--- src/rtl/mips_tb_pkg.sv ---
// Shared definitions for the CPU run monitor: FSM states, fail codes and
// counter widths.
package mips_tb_pkg;

   // Monitor FSM states; DONE and FAIL are terminal until reset.
   typedef enum logic [1:0] {
      WAIT_START = 2'd0,
      RUNNING    = 2'd1,
      DONE       = 2'd2,
      FAIL       = 2'd3
   } run_state_t;

   // Reason a run ended abnormally.
   typedef logic [1:0] fail_code_t;

   localparam fail_code_t FAIL_NONE    = 2'b00;
   localparam fail_code_t FAIL_NOSTART = 2'b01;
   localparam fail_code_t FAIL_TIMEOUT = 2'b10;

   localparam int unsigned CYCLE_W  = 32;
   localparam int unsigned STROBE_W = 16;

endpackage

--- src/rtl/mips_cpu_run_monitor_sat_counter.sv ---
// Saturating up-counter with synchronous clear; holds at all-ones.
module sat_counter #(
   parameter int unsigned WIDTH = 16
) (
   input  logic             clk,
   input  logic             clear,
   input  logic             enable,
   output logic [WIDTH-1:0] count
);

   localparam logic [WIDTH-1:0] ONE = WIDTH'(1);

   // Clear wins; otherwise count enabled cycles until the value is all-ones.
   always_ff @(posedge clk) begin
      if (clear) begin
         count <= '0;
      end else if (enable && (count != '1)) begin
         count <= count + ONE;
      end
   end

endmodule

--- src/rtl/mips_cpu_run_monitor.sv ---
// Watches a CPU run: waits for active to rise, counts cycles and data
// strobes while running, and reports a normal end (done) or an abnormal end
// (fail with a reason code). Results freeze once a terminal state is reached.
module mips_cpu_run_monitor
   import mips_tb_pkg::*;
#(
   parameter int unsigned TIMEOUT_CYCLES = 10000,
   parameter int unsigned START_DEADLINE = 2
) (
   input  logic                clk,
   input  logic                reset,
   input  logic                active,
   input  logic [31:0]         register_v0,
   input  logic [31:0]         instr_address,
   input  logic                data_read,
   input  logic                data_write,
   output logic                done,
   output logic                fail,
   output logic [1:0]          fail_code,
   output logic [31:0]         final_v0,
   output logic [CYCLE_W-1:0]  cycle_count,
   output logic [31:0]         last_pc,
   output logic [STROBE_W-1:0] read_count,
   output logic [STROBE_W-1:0] write_count,
   output logic                rw_conflict
);

   localparam logic [31:0] START_LIMIT  = 32'(START_DEADLINE);
   localparam logic [31:0] TIMEOUT_LAST = 32'(TIMEOUT_CYCLES - 1);
   localparam logic [31:0] ONE          = 32'd1;

   run_state_t  state;
   logic [31:0] wait_cnt;
   logic        run_cycle;
   logic        timeout_hit;

   // A counted cycle is one spent in RUNNING with active still high; the
   // cycle in which active falls contributes nothing to the counters.
   assign run_cycle   = (state == RUNNING) && active;
   assign timeout_hit = run_cycle && (cycle_count == TIMEOUT_LAST);

   sat_counter #(.WIDTH(CYCLE_W)) u_cycle_cnt (
      .clk    (clk),
      .clear  (reset),
      .enable (run_cycle),
      .count  (cycle_count)
   );

   sat_counter #(.WIDTH(STROBE_W)) u_read_cnt (
      .clk    (clk),
      .clear  (reset),
      .enable (run_cycle && data_read),
      .count  (read_count)
   );

   sat_counter #(.WIDTH(STROBE_W)) u_write_cnt (
      .clk    (clk),
      .clear  (reset),
      .enable (run_cycle && data_write),
      .count  (write_count)
   );

   // Run FSM with registered result outputs; reset overrides every state.
   always_ff @(posedge clk) begin
      if (reset) begin
         state       <= WAIT_START;
         wait_cnt    <= '0;
         final_v0    <= '0;
         last_pc     <= '0;
         done        <= 1'b0;
         fail        <= 1'b0;
         fail_code   <= FAIL_NONE;
         rw_conflict <= 1'b0;
      end else begin
         case (state)
            WAIT_START: begin
               if (active) begin
                  state <= RUNNING;
               end else if (wait_cnt == START_LIMIT) begin
                  state     <= FAIL;
                  fail      <= 1'b1;
                  fail_code <= FAIL_NOSTART;
               end else begin
                  wait_cnt <= wait_cnt + ONE;
               end
            end
            RUNNING: begin
               // active low ends the run normally even if the timeout
               // count was just about to be reached.
               if (!active) begin
                  state    <= DONE;
                  done     <= 1'b1;
                  final_v0 <= register_v0;
               end else begin
                  last_pc <= instr_address;
                  if (data_read && data_write) begin
                     rw_conflict <= 1'b1;
                  end
                  if (timeout_hit) begin
                     state     <= FAIL;
                     fail      <= 1'b1;
                     fail_code <= FAIL_TIMEOUT;
                  end
               end
            end
            default: begin
               // DONE / FAIL: everything holds until reset.
            end
         endcase
      end
   end

endmodule

--- config.mk ---
export PLATFORM = sky130hd
export DESIGN_NAME = mips_cpu_run_monitor
export DESIGN_NICKNAME = d
export VERILOG_FILES = /design/src/rtl/mips_tb_pkg.sv /design/src/rtl/mips_cpu_run_monitor_sat_counter.sv /design/src/rtl/mips_cpu_run_monitor.sv
export SDC_FILE = /design/constraint.sdc
export NUM_CORES = 1
export LEC_CHECK = 0
export BUFFER_PORTS_ARGS = -buffer_cell sky130_fd_sc_hd__buf_2
export CAP_MARGIN = 10
export CORE_AREA = 10 10 167 169
export CTS_BUF_LIST = sky130_fd_sc_hd__clkbuf_8
export CTS_CLUSTER_SIZE = 28
export DETAILED_ROUTE_END_ITERATION = 7
export DIE_AREA = 0 0 177 179
export HOLD_SLACK_MARGIN = 0.12
export PLACE_DENSITY_LB_ADDON = 0.2
export REMOVE_ABC_BUFFERS = 1
export SYNTH_ARGS = -nofsm -noshare
export SYNTH_HDL_FRONTEND = slang
export SYNTH_SLANG_ARGS = --single-unit
--- constraint.sdc ---
create_clock -name clk -period 5.2 [get_ports clk]
set_input_delay 0.26 -clock clk [delete_from_list [all_inputs] [get_ports clk]]
set_output_delay 0.26 -clock clk [all_outputs]
set_load 0.01 [all_outputs]
==> results of run 1 <==
[cell families (layout without fill, tap and decap cells)]
kind of cell	count (synthesis)	count (layout)	synth area share, %
AO/OA/AOI/OAI	147	147	11.5
XOR/XNOR	62	62	7.50
adder cells (fa/ha/maj)	5	5	0.864
buffers and inverters	63	317	3.80
flip-flops	167	167	46.2
multiplexers	8	8	1.18
AND/OR/NAND/NOR	431	431	28.9
[metal layers]
metal  vias to the layer above  GRT usage [%]  wire (um)
met3                         9           3.90       1450
met5                         -              0         13
met4                         2           2.94        110
li1                       3570              -          -
met2                       174           21.1       9770
met1                      3161           17.5      10500
[worst max-delay path by stage]
stage / start / end / slack [ns] / cells after the start
final: state[0]$_SDFFE_PP0P_ / wait_cnt[31]$_SDFFE_PP0P_ / 2.83 / 5
after global routing: state[0]$_SDFFE_PP0P_ / wait_cnt[31]$_SDFFE_PP0P_ / 2.57 / 5
after CTS: state[0]$_SDFFE_PP0P_ / wait_cnt[31]$_SDFFE_PP0P_ / 2.83 / 5
after detailed placement: state[0]$_SDFFE_PP0P_ / wait_cnt[31]$_SDFFE_PP0P_ / 2.84 / 5
after global placement: state[0]$_SDFFE_PP0P_ / u_write_cnt.count[15]$_SDFFE_PP0P_ / 2.89 / 5
after floorplan: u_cycle_cnt.count[16]$_SDFFE_PP0P_ / u_cycle_cnt.count[3]$_SDFFE_PP0P_ / 2.50 / 5
[state kept, by name (all words and copies together) (netlist names)]
| name | flops |
|---|---|
| done | 1 |
| state | 2 |
| wait_cnt | 32 |
| last_pc | 32 |
| fail_code | 2 |
| fail | 1 |
| u_write_cnt.count | 16 |
| rw_conflict | 1 |
| final_v0 | 32 |
| u_read_cnt.count | 16 |
| u_cycle_cnt.count | 32 |
[stage by stage]
step	instances	area, um2	util, %	worst slack (ns)
after detailed placement	1370	8490	34.3	2.84
after CTS	1467	9500	38.4	2.83
after global routing	1467	9500	38.4	2.57
after global placement	1370	8490	34.3	2.89
after floorplan	832	7010	-	2.50
final	1467	9500	38.4	2.83
[timing repair]
action,4_1_cts,5_1_grt
hold endpoints to repair,65,0
setup endpoints to repair,0,0
hold buffers,66,0
[layout make-up]
class,instances,area (um2)
clock buffer,17,234
sequential,167,3340
timing repair buffer,274,1720
fill,2584,15200
tap,330,413
multi-input combinational,653,3630
inverter,12,45.0
clock inverter,14,115
[Yosys cell counts (all sizes together) (5+ instances only)]
master / n / share of area (%)
nor4: 26 / 2.2
nand2: 160 / 8.3
o21ai: 24 / 1.7
xor2: 23 / 2.8
nand3: 28 / 1.9
clkbuf: 38 / 2.0
o211ai: 6 / 0.62
or3: 20 / 1.7
nor2b: 7 / 0.60
buf: 11 / 0.83
a211oi: 11 / 1.1
ha: 5 / 0.86
a21oi: 89 / 6.2
and4: 11 / 1.3
dfxtp: 167 / 46
and3: 13 / 1.2
nand4: 32 / 2.9
xnor2: 39 / 4.7
nor2: 86 / 4.5
nor3: 24 / 1.8
inv: 12 / 0.62
[power breakdown]
part           internal, W  total (W)  switching [W]
combinational    0.0000989   0.000218       0.000119
clock             0.000340   0.000858       0.000518
sequential         0.00131    0.00133      0.0000192
total              0.00175    0.00240       0.000657
[critical path: cells and delay by family, from the launching register on]
family	cells	cell delay, ns
DFF	1	0.41
and+or+nand+nor	4	1.55
muxes	1	0.31
==> qor.log, run 1 <==
qor: power.cellLeakagePower 3.70 nW
qor: cells_and_area.drive_gt1_share 22.3%
qor: worst_setup_path.critical_path.max_stage_delay 0.41 ns
qor: sta.final.setup_skew 0.0170 ns
qor: floorplanning.chip_width 177 um
qor: worst_setup_path.critical_path.cell_chain nor3_4 > nand4_1 > nor4_1 > or3b_1 > mux2_1
qor: logic_synthesis.synth.ff_latch_count 167
qor: worst_setup_path.worst_path_max_delay_cell sky130_fd_sc_hd__dfxtp_1
qor: sta.clock.fmax 422 MHz
qor: run_status.run_status finished, final reports clean
qor: logic_synthesis.synth_area_per_cell 8.20 um2
qor: cts.clk_latency 0.44 ns
qor: logic_synthesis.yosys_warnings 0
qor: global_route.largest_net_degree_at_the_start_of_global_routing 69
qor: hold_path.holdCritStartpoint active
qor: flow_run.cap_violations 0
qor: hold_path.hold_path_class primary input to flop
qor: logic_synthesis.synth-edff-count 0
qor: logic_synthesis.synth-main-ff-cell sky130_fd_sc_hd__dfxtp_1
qor: worst_setup_path.cp_data_arrival_time 2.71 ns
qor: drt.routed_wl 21.8 mm
qor: cells_and_area.final_cell_mix 200 x sky130_fd_sc_hd__buf_2, 167 x sky130_fd_sc_hd__dfxtp_1, 160 x sky130_fd_sc_hd__nand2_1, 89 x sky130_fd_sc_hd__a21oi_1, 86 x sky130_fd_sc_hd__nor2_1
qor: power.vdd_ir_max 0.120 mV
qor: worst_setup_path.worst_r2r_endpoint wait_cnt[31]$_SDFFE_PP0P_
qor: sta.finalHoldViolCount 0
qor: floorplanning.start_util 29.3%
qor: drt.detail-route-antenna-nets 0
qor: sta.crit_share_post_route 45.6%
qor: worst_setup_path.setup.worst_path.end_class flop
qor: worst_setup_path.r2r_setup_slack 2.83 ns
qor: placement.routabilityCongestion 0.797
qor: sta.setup_viol_count_final 0
qor: floorplanning.dieArea 31,700 um2
qor: power.p_per_area 253 nW/um2
qor: global_route.globalRouteOverflowTotal 0
qor: drt.route.detailed.vias_per_inst 4.71
qor: drt.detail_route.drc_violations 0
qor: logic_synthesis.ys_async_sr_fraction 0%
qor: worst_setup_path.critPathMaxFanout 10
qor: cts.htree_num_levels 4
qor: logic_synthesis.synthCells 883
qor: logic_synthesis.syn-cell-area 7240 um2
qor: worst_setup_path.worst_r2r_path_depth 5
qor: sta.worst_pin_slew 0.921 ns
qor: worst_setup_path.rr_startpoint state[0]$_SDFFE_PP0P_
qor: worst_setup_path.worstPathRequired 5.53 ns
qor: floorplanning.floorplan.core_area 24,700 um2
qor: global_route.global_route.usage.total 13.3%
qor: placement.buffer_ports.inserted 201
qor: placement.post-dp-hpwl 15.2 mm
qor: cts.cts_tree yes
qor: cells_and_area.layout-area-overhead-vs-synth 31.2%
qor: drt.initialDrtViolationCount 472
qor: logic_synthesis.cell_variety_after_synth 54
qor: cts.cts_repair_resize_count 0
qor: cells_and_area.antennaDiodeCount 0
qor: logic_synthesis.fraction_of_the_yosys_area_taken_by_sequential_cells 46.2%
qor: hold_path.min_to state[0]$_SDFFE_PP0P_
qor: cells_and_area.mostFrequentLayoutCell sky130_fd_sc_hd__buf_2
qor: drt.wl_per_cell 14.9 um
qor: sta.hold_ws 0.251 ns
qor: power.total_power 0.00240 W
qor: sta.drv_slew 0
qor: worst_setup_path.criticalPathCategory flop to flop
qor: global_route.grt_pass1_wl 34.8 mm
qor: cells_and_area.final_nets 1,199
qor: sta.rsz0062_at_grt false
qor: cts.ctsRootBufferMaster sky130_fd_sc_hd__clkbuf_8
qor: sta.slew_headroom 38.1%
qor: sta.final.setup.tns 0 ns
qor: floorplanning.number_of_i_o_pins 202
qor: floorplanning.std_cell_rows 58
qor: sta.fin_crit 2.37 ns
qor: cts.clk_path_buf_depth 2
qor: cts.post-cts-setup-buffers 0
qor: cts.tritoncts.num_buffers 17
qor: global_route.first_global_vias 6,459
qor: cts.cts.sinks 167
qor: worst_setup_path.cp-start-kind flop
qor: global_route.antenna_violations_before_repair 1
qor: drt.drt_pre_antenna_iters 5
qor: drt.vias 6,916
qor: hold_path.min_delay_path_depth 3
qor: floorplanning.fp.dieH 179 um
qor: cts.clkTransAtPathRegs 0.10 ns
Note: power is estimated with default switching activity, not from simulation.
==> inputs of run 2 (changes only) <==
clock period = 2.4 ns   (was 5.2 ns; I/O delays follow)
==> run 2 against run 1 <==
Die area did not move. Register-to-register slack got worse by 2.6 ns. Critical path type unchanged. Flip-flop and latch count did not move. Clock power rose to 2.7 times the previous value. Via count rose by 1.8%. Critical path depth did not move. Hold slack got worse by 0.016 ns. Cell count rose by 1.2%.
==> qor.log, run 2 (synthesis results as in run 1) <==
qor: run_status.run_status finished, final reports clean
qor: hold_path.hold_path_class primary input to flop
qor: cells_and_area.final_nets 1,215
qor: worst_setup_path.setup.worst_path.end_class flop
qor: worst_setup_path.crit_path_end wait_cnt[31]$_SDFFE_PP0P_
qor: drt.top_signal_layer_used met4
qor: worst_setup_path.cp.depth 5
qor: cells_and_area.multiInputGateArea 3630 um2
qor: worst_setup_path.cp-start-kind flop
qor: global_route.globalRouteOverflowTotal 0
qor: worst_setup_path.worst_r2r_endpoint wait_cnt[31]$_SDFFE_PP0P_
qor: power.cellLeakagePower 3.84 nW
qor: cts.cts_tree yes
qor: global_route.first_global_vias 6,838
qor: placement.routabilityCongestion 0.802
qor: cts.tritoncts.num_buffers 17
qor: drt.initialDrtViolationCount 408
qor: drt.met2WireLength 10.3 mm
qor: sta.hold_ws 0.235 ns
qor: sta.slew_headroom 42.0%
qor: floorplanning.number_of_i_o_pins 202
qor: cts.cts.sinks 167
qor: worst_setup_path.worst_r2r_path_depth 5
qor: drt.met3WireLength 1.36 mm
qor: cts.htree_num_levels 4
qor: worst_setup_path.criticalPathCategory flop to flop
qor: floorplanning.std_cell_rows 58
qor: floorplanning.floorplan.core_area 24,700 um2
qor: worst_setup_path.r2r_setup_slack 0.21 ns
qor: drt.routed_wl 22.5 mm
qor: placement.post-dp-hpwl 15.7 mm
qor: sta.final.setup.tns 0 ns
qor: drt.detail-route-antenna-nets 0
qor: power.p_per_area 580 nW/um2
qor: drt.vias 7,040
qor: global_route.global_route.usage.total 13.7%
qor: cells_and_area.mostFrequentLayoutCell sky130_fd_sc_hd__buf_2
qor: sta.finalHoldViolCount 0
qor: sta.final.setup_skew 0.0174 ns
qor: worst_setup_path.worst_path_max_delay_cell sky130_fd_sc_hd__dfxtp_1
qor: floorplanning.dieArea 31,700 um2
qor: cts.post-cts-setup-buffers 0
qor: sta.worst_pin_slew 0.870 ns
qor: sta.drv_slew 0
qor: worst_setup_path.crit_start wait_cnt[6]$_SDFFE_PP0P_
qor: cells_and_area.drive_gt1_share 23.2%
qor: power.vdd_ir_max 0.346 mV
qor: cts.clkTransAtPathRegs 0.10 ns
qor: worst_setup_path.cp_num_buf_inv 0
qor: global_route.grt_pass1_wl 36.1 mm
qor: worst_setup_path.critical_path.cell_chain nand4_2 > or2_2 > nor4_1 > or3b_1 > mux2_1
qor: floorplanning.fp.dieH 179 um
qor: worst_setup_path.cp_data_arrival_time 2.51 ns
qor: placement.buffer_ports.inserted 201
qor: cells_and_area.final_cell_mix 200 x sky130_fd_sc_hd__buf_2, 167 x sky130_fd_sc_hd__dfxtp_1, 160 x sky130_fd_sc_hd__nand2_1, 89 x sky130_fd_sc_hd__a21oi_1, 86 x sky130_fd_sc_hd__nor2_1
qor: global_route.largest_net_degree_at_the_start_of_global_routing 77
qor: drt.route.detailed.vias_per_inst 4.74
qor: sta.setup_viol_count_final 0
qor: cells_and_area.layout.filler_cells 2,581
qor: cells_and_area.layout-area-overhead-vs-synth 34.6%
qor: global_route.antenna_violations_before_repair 0
qor: flow_run.cap_violations 0
qor: power.total_power 0.00565 W
qor: sta.crit_share_post_route 91.2%
qor: worst_setup_path.cpLargestDelayFamily simple AND/OR/NAND/NOR gates
qor: drt.wirelength_met1 10.7 mm
qor: floorplanning.chip_width 177 um
qor: cts.clk_path_buf_depth 2
qor: worst_setup_path.critical_path.max_stage_delay 0.48 ns
qor: cts.clk_latency 0.44 ns
qor: cts.ctsRootBufferMaster sky130_fd_sc_hd__clkbuf_8
qor: worst_setup_path.rr_startpoint wait_cnt[6]$_SDFFE_PP0P_
qor: cells_and_area.antennaDiodeCount 0
qor: sta.rsz0062_at_grt false
qor: drt.detail_route.drc_violations 0
qor: floorplanning.start_util 29.3%
qor: worst_setup_path.critPathMaxFanout 7
qor: sta.clock.fmax 457 MHz
qor: cells_and_area.sequential_standard_cell_area 3340 um2
qor: worst_setup_path.worstPathRequired 2.73 ns
qor: sta.fin_crit 2.19 ns
qor: drt.wl_per_cell 15.1 um
qor: drt.drt_pre_antenna_iters 4
run 2: cell count changes in the layout (fill, tap and decap cells not counted), moves of 2 or more:
cell and delta:
sky130_fd_sc_hd__buf_12 +2, sky130_fd_sc_hd__buf_4 +13, sky130_fd_sc_hd__bufinv_16 +4, sky130_fd_sc_hd__clkinv_2 -2
sky130_fd_sc_hd__clkinvlp_4 -3
run 2: metrics by stage:
stage	cell area [um2]	setup slack [ns]	cells	util, %
6_report	9740	0.211	1484	39.4
5_1_grt	9740	0.0103	1484	39.4
4_1_cts	9740	0.196	1484	39.4
3_5_place_dp	8630	0.208	1385	34.9
3_3_place_gp	8630	0.327	1385	34.9
2_1_floorplan	7010	-0.296	832	-
run 2: final cells by class:
class	instances	area share (%)
Clock buffer	17	2.40
Clock inverter	15	2.18
Tap cell	330	4.24
Timing Repair Buffer	290	19.2
Multi-Input combinational cell	653	37.2
Sequential cell	167	34.3
Inverter	12	0.462
run 2: what timing repair did:
action / 4_1_cts / 5_1_grt
resized for setup: 0 / 0
hold buffers: 67 / 0
hold endpoints to repair: 66 / 0
run 2: report_power, final:
| group | total [W] | switching (W) | internal, W |
|---|---|---|---|
| clock network | 0.00229 | 0.00112 | 0.00116 |
| registers | 0.00287 | 0.0000416 | 0.00283 |
| logic | 0.000489 | 0.000265 | 0.000224 |
| total | 0.00565 | 0.00143 | 0.00422 |
run 2: worst min-delay path by stage:
stage,startpoint,end,slack [ns],depth (start not counted)
floorplan,reset,fail_code[0]$_SDFFE_PP0P_,0.19,1
global placement,register_v0[16],final_v0[16]$_SDFFE_PP0P_,0.36,3
detailed placement,instr_address[2],last_pc[2]$_SDFFE_PP0P_,0.37,3
CTS,reset,u_cycle_cnt.count[28]$_SDFFE_PP0P_,0.23,2
global route,reset,u_cycle_cnt.count[5]$_SDFFE_PP0P_,0.26,2
finish,reset,u_cycle_cnt.count[28]$_SDFFE_PP0P_,0.23,2
run 2: metal layers:
metal,vias up,global-route usage [%]
met5,-,0
met4,0,2.98
met3,9,3.71
met2,164,22.4
met1,3267,17.8
li1,3600,-
==> inputs of run 3 (changes only) <==
SKIP_CTS_REPAIR_TIMING = 1   (was not set)
clock period = 2.48 ns   (was 2.4 ns; I/O delays follow)
==> run 3 against run 2 <==
Clock-buffer cell count is the same. Wire length decreased by 1.4%. Cell area is 0.81% lower. Register-to-register slack gained 0.11 ns. Utilization down 0.32 points. First-iteration DRC count shrank 0.25%. Fmax rose by 1.6%. Highest routed layer unchanged.
==> qor.log, run 3 (synthesis results as in run 1) <==
qor: worst_setup_path.cp_num_buf_inv 1
qor: placement.buffer_ports.inserted 201
qor: run_status.run_status finished, final reports clean
qor: cells_and_area.mostFrequentLayoutCell sky130_fd_sc_hd__buf_2
qor: power.total_power 0.00526 W
qor: drt.routed_wl 22.1 mm
qor: cts.clkTransAtPathRegs 0.11 ns
qor: cts.clk_path_buf_depth 2
qor: drt.wl_per_cell 15.0 um
qor: drt.vias 7,010
qor: cts.htree_num_levels 4
qor: cells_and_area.layout-area-overhead-vs-synth 33.5%
qor: cells_and_area.drive_gt1_share 23.0%
qor: worst_setup_path.criticalPathCategory flop to flop
qor: drt.initialDrtViolationCount 407
qor: sta.final.setup_skew 0.0261 ns
qor: global_route.largest_net_degree_at_the_start_of_global_routing 70
qor: floorplanning.dieArea 31,700 um2
qor: cts.cts.sinks 167
qor: sta.fin_crit 2.15 ns
qor: sta.final.setup.tns 0 ns
qor: worst_setup_path.worst_path_max_delay_cell sky130_fd_sc_hd__dfxtp_1
qor: drt.detail_route.drc_violations 0
qor: cts.cts_tree yes
qor: cells_and_area.final_nets 1,211
qor: worst_setup_path.worstPathRequired 2.82 ns
qor: global_route.grt_pass1_wl 33.5 mm
qor: sta.crit_share_post_route 86.9%
qor: power.cellLeakagePower 3.79 nW
qor: sta.rsz0062_at_grt false
qor: hold_path.hold_path_class primary input to flop
qor: sta.post_layout_worst_setup_margin 0.326 ns
qor: floorplanning.fp.dieH 179 um
qor: worst_setup_path.cp.depth 6
qor: worst_setup_path.critPathMostFrequentCell sky130_fd_sc_hd__nand4_1
qor: worst_setup_path.cp_data_arrival_time 2.50 ns
qor: sta.setup_viol_count_final 0
qor: drt.drt_pre_antenna_iters 4
qor: worst_setup_path.worst_r2r_path_depth 6
qor: sta.drv_slew 0
qor: floorplanning.floorplan.core_area 24,700 um2
qor: cells_and_area.final_cell_mix 200 x sky130_fd_sc_hd__buf_2, 167 x sky130_fd_sc_hd__dfxtp_1, 160 x sky130_fd_sc_hd__nand2_1, 89 x sky130_fd_sc_hd__a21oi_1, 86 x sky130_fd_sc_hd__nor2_1
qor: floorplanning.number_of_i_o_pins 202
qor: sta.slew_headroom 48.3%
qor: worst_setup_path.critical_path.max_stage_delay 0.46 ns
qor: worst_setup_path.r2r_setup_slack 0.33 ns
qor: drt.route.detailed.vias_per_inst 4.74
qor: drt.detail-route-antenna-nets 0
qor: floorplanning.std_cell_rows 58
qor: cts.ctsRootBufferMaster sky130_fd_sc_hd__clkbuf_8
qor: sta.clock.fmax 464 MHz
qor: global_route.global_route.usage.total 12.9%
qor: cells_and_area.antennaDiodeCount 0
qor: worst_setup_path.critical_path.cell_chain nand4_1 > nor4_1 > buf_4 > a31oi_1 > nand4_1 > mux2_2
qor: floorplanning.start_util 29.3%
qor: worst_setup_path.cp-start-kind flop
qor: worst_setup_path.critPathMaxFanout 11
qor: cts.clk_latency 0.46 ns
qor: sta.worst_pin_slew 0.775 ns
qor: global_route.first_global_vias 6,216
qor: power.vdd_ir_max 0.304 mV
qor: hold_path.min_delay_path_depth 2
qor: global_route.antenna_violations_before_repair 0
qor: worst_setup_path.cpLargestDelayFamily simple AND/OR/NAND/NOR gates
qor: power.p_per_area 545 nW/um2
qor: global_route.globalRouteOverflowTotal 0
qor: flow_run.cap_violations 0
qor: placement.post-dp-hpwl 15.7 mm
qor: floorplanning.chip_width 177 um
qor: placement.routabilityCongestion 0.791
qor: cts.tritoncts.num_buffers 17
qor: worst_setup_path.setup.worst_path.end_class flop
qor: placement.post-place-ws 0.380 ns
qor: sta.finalHoldViolCount 0
-- run 3: changes by cell type in the layout (fill, tap and decap cells not counted) --
cell / before / now
sky130_fd_sc_hd__clkinvlp_4: 1 / 4
sky130_fd_sc_hd__buf_4: 21 / 17
sky130_fd_sc_hd__clkinv_4: 2 / 0
sky130_fd_sc_hd__inv_8: 1 / 3
sky130_fd_sc_hd__clkinv_2: 0 / 1
sky130_fd_sc_hd__bufinv_16: 4 / 2
sky130_fd_sc_hd__inv_6: 6 / 4
sky130_fd_sc_hd__inv_1: 13 / 12
-- run 3: final timing paths --
check / from / to
worst min-delay path: reset / u_cycle_cnt.count[18]$_SDFFE_PP0P_
worst max-delay path: u_cycle_cnt.count[17]$_SDFFE_PP0P_ / u_cycle_cnt.count[3]$_SDFFE_PP0P_
worst min register to register: final_v0[2]$_SDFFE_PP0P_ / final_v0[2]$_SDFFE_PP0P_
worst max register to register: u_cycle_cnt.count[17]$_SDFFE_PP0P_ / u_cycle_cnt.count[3]$_SDFFE_PP0P_
-- run 3: layer usage --
| metal | wire length (um) | up-vias | track usage (%) |
|---|---|---|---|
| met5 | 0 | - | 0 |
| met3 | 1460 | 16 | 4.00 |
| met1 | 10300 | 3226 | 16.6 |
| met4 | 217 | 0 | 3.29 |
| met2 | 10100 | 169 | 20.6 |
| li1 | - | 3599 | - |
-- run 3: area by class of cell --
cell class,count,area [um2]
Tap cell,330,413
Timing Repair Buffer,286,1840
Multi-Input combinational cell,653,3630
Sequential cell,167,3340
Inverter,12,45.0
Fill cell,2578,15100
Clock inverter,14,164
Clock buffer,17,234
-- run 3: power breakdown --
part           internal (W)  switching [W]  total [W]  leakage, nW
Sequential          0.00274      0.0000387    0.00278         1.35
Combinational      0.000218       0.000256   0.000475         2.25
Clock              0.000920        0.00109    0.00201        0.191
Total               0.00388        0.00139    0.00526         3.79
-- run 3: per-stage QoR --
step           cell area (um2)  hold WS, ns  instances  utilization [%]
2_1_floorplan             7010        0.193        832                -
3_3_place_gp              8600        0.364       1381             34.7
3_5_place_dp              8600        0.371       1381             34.7
4_1_cts                   8990       -0.141       1412             36.3
5_1_grt                   9670        0.225       1479             39.1
6_report                  9670        0.205       1479             39.1
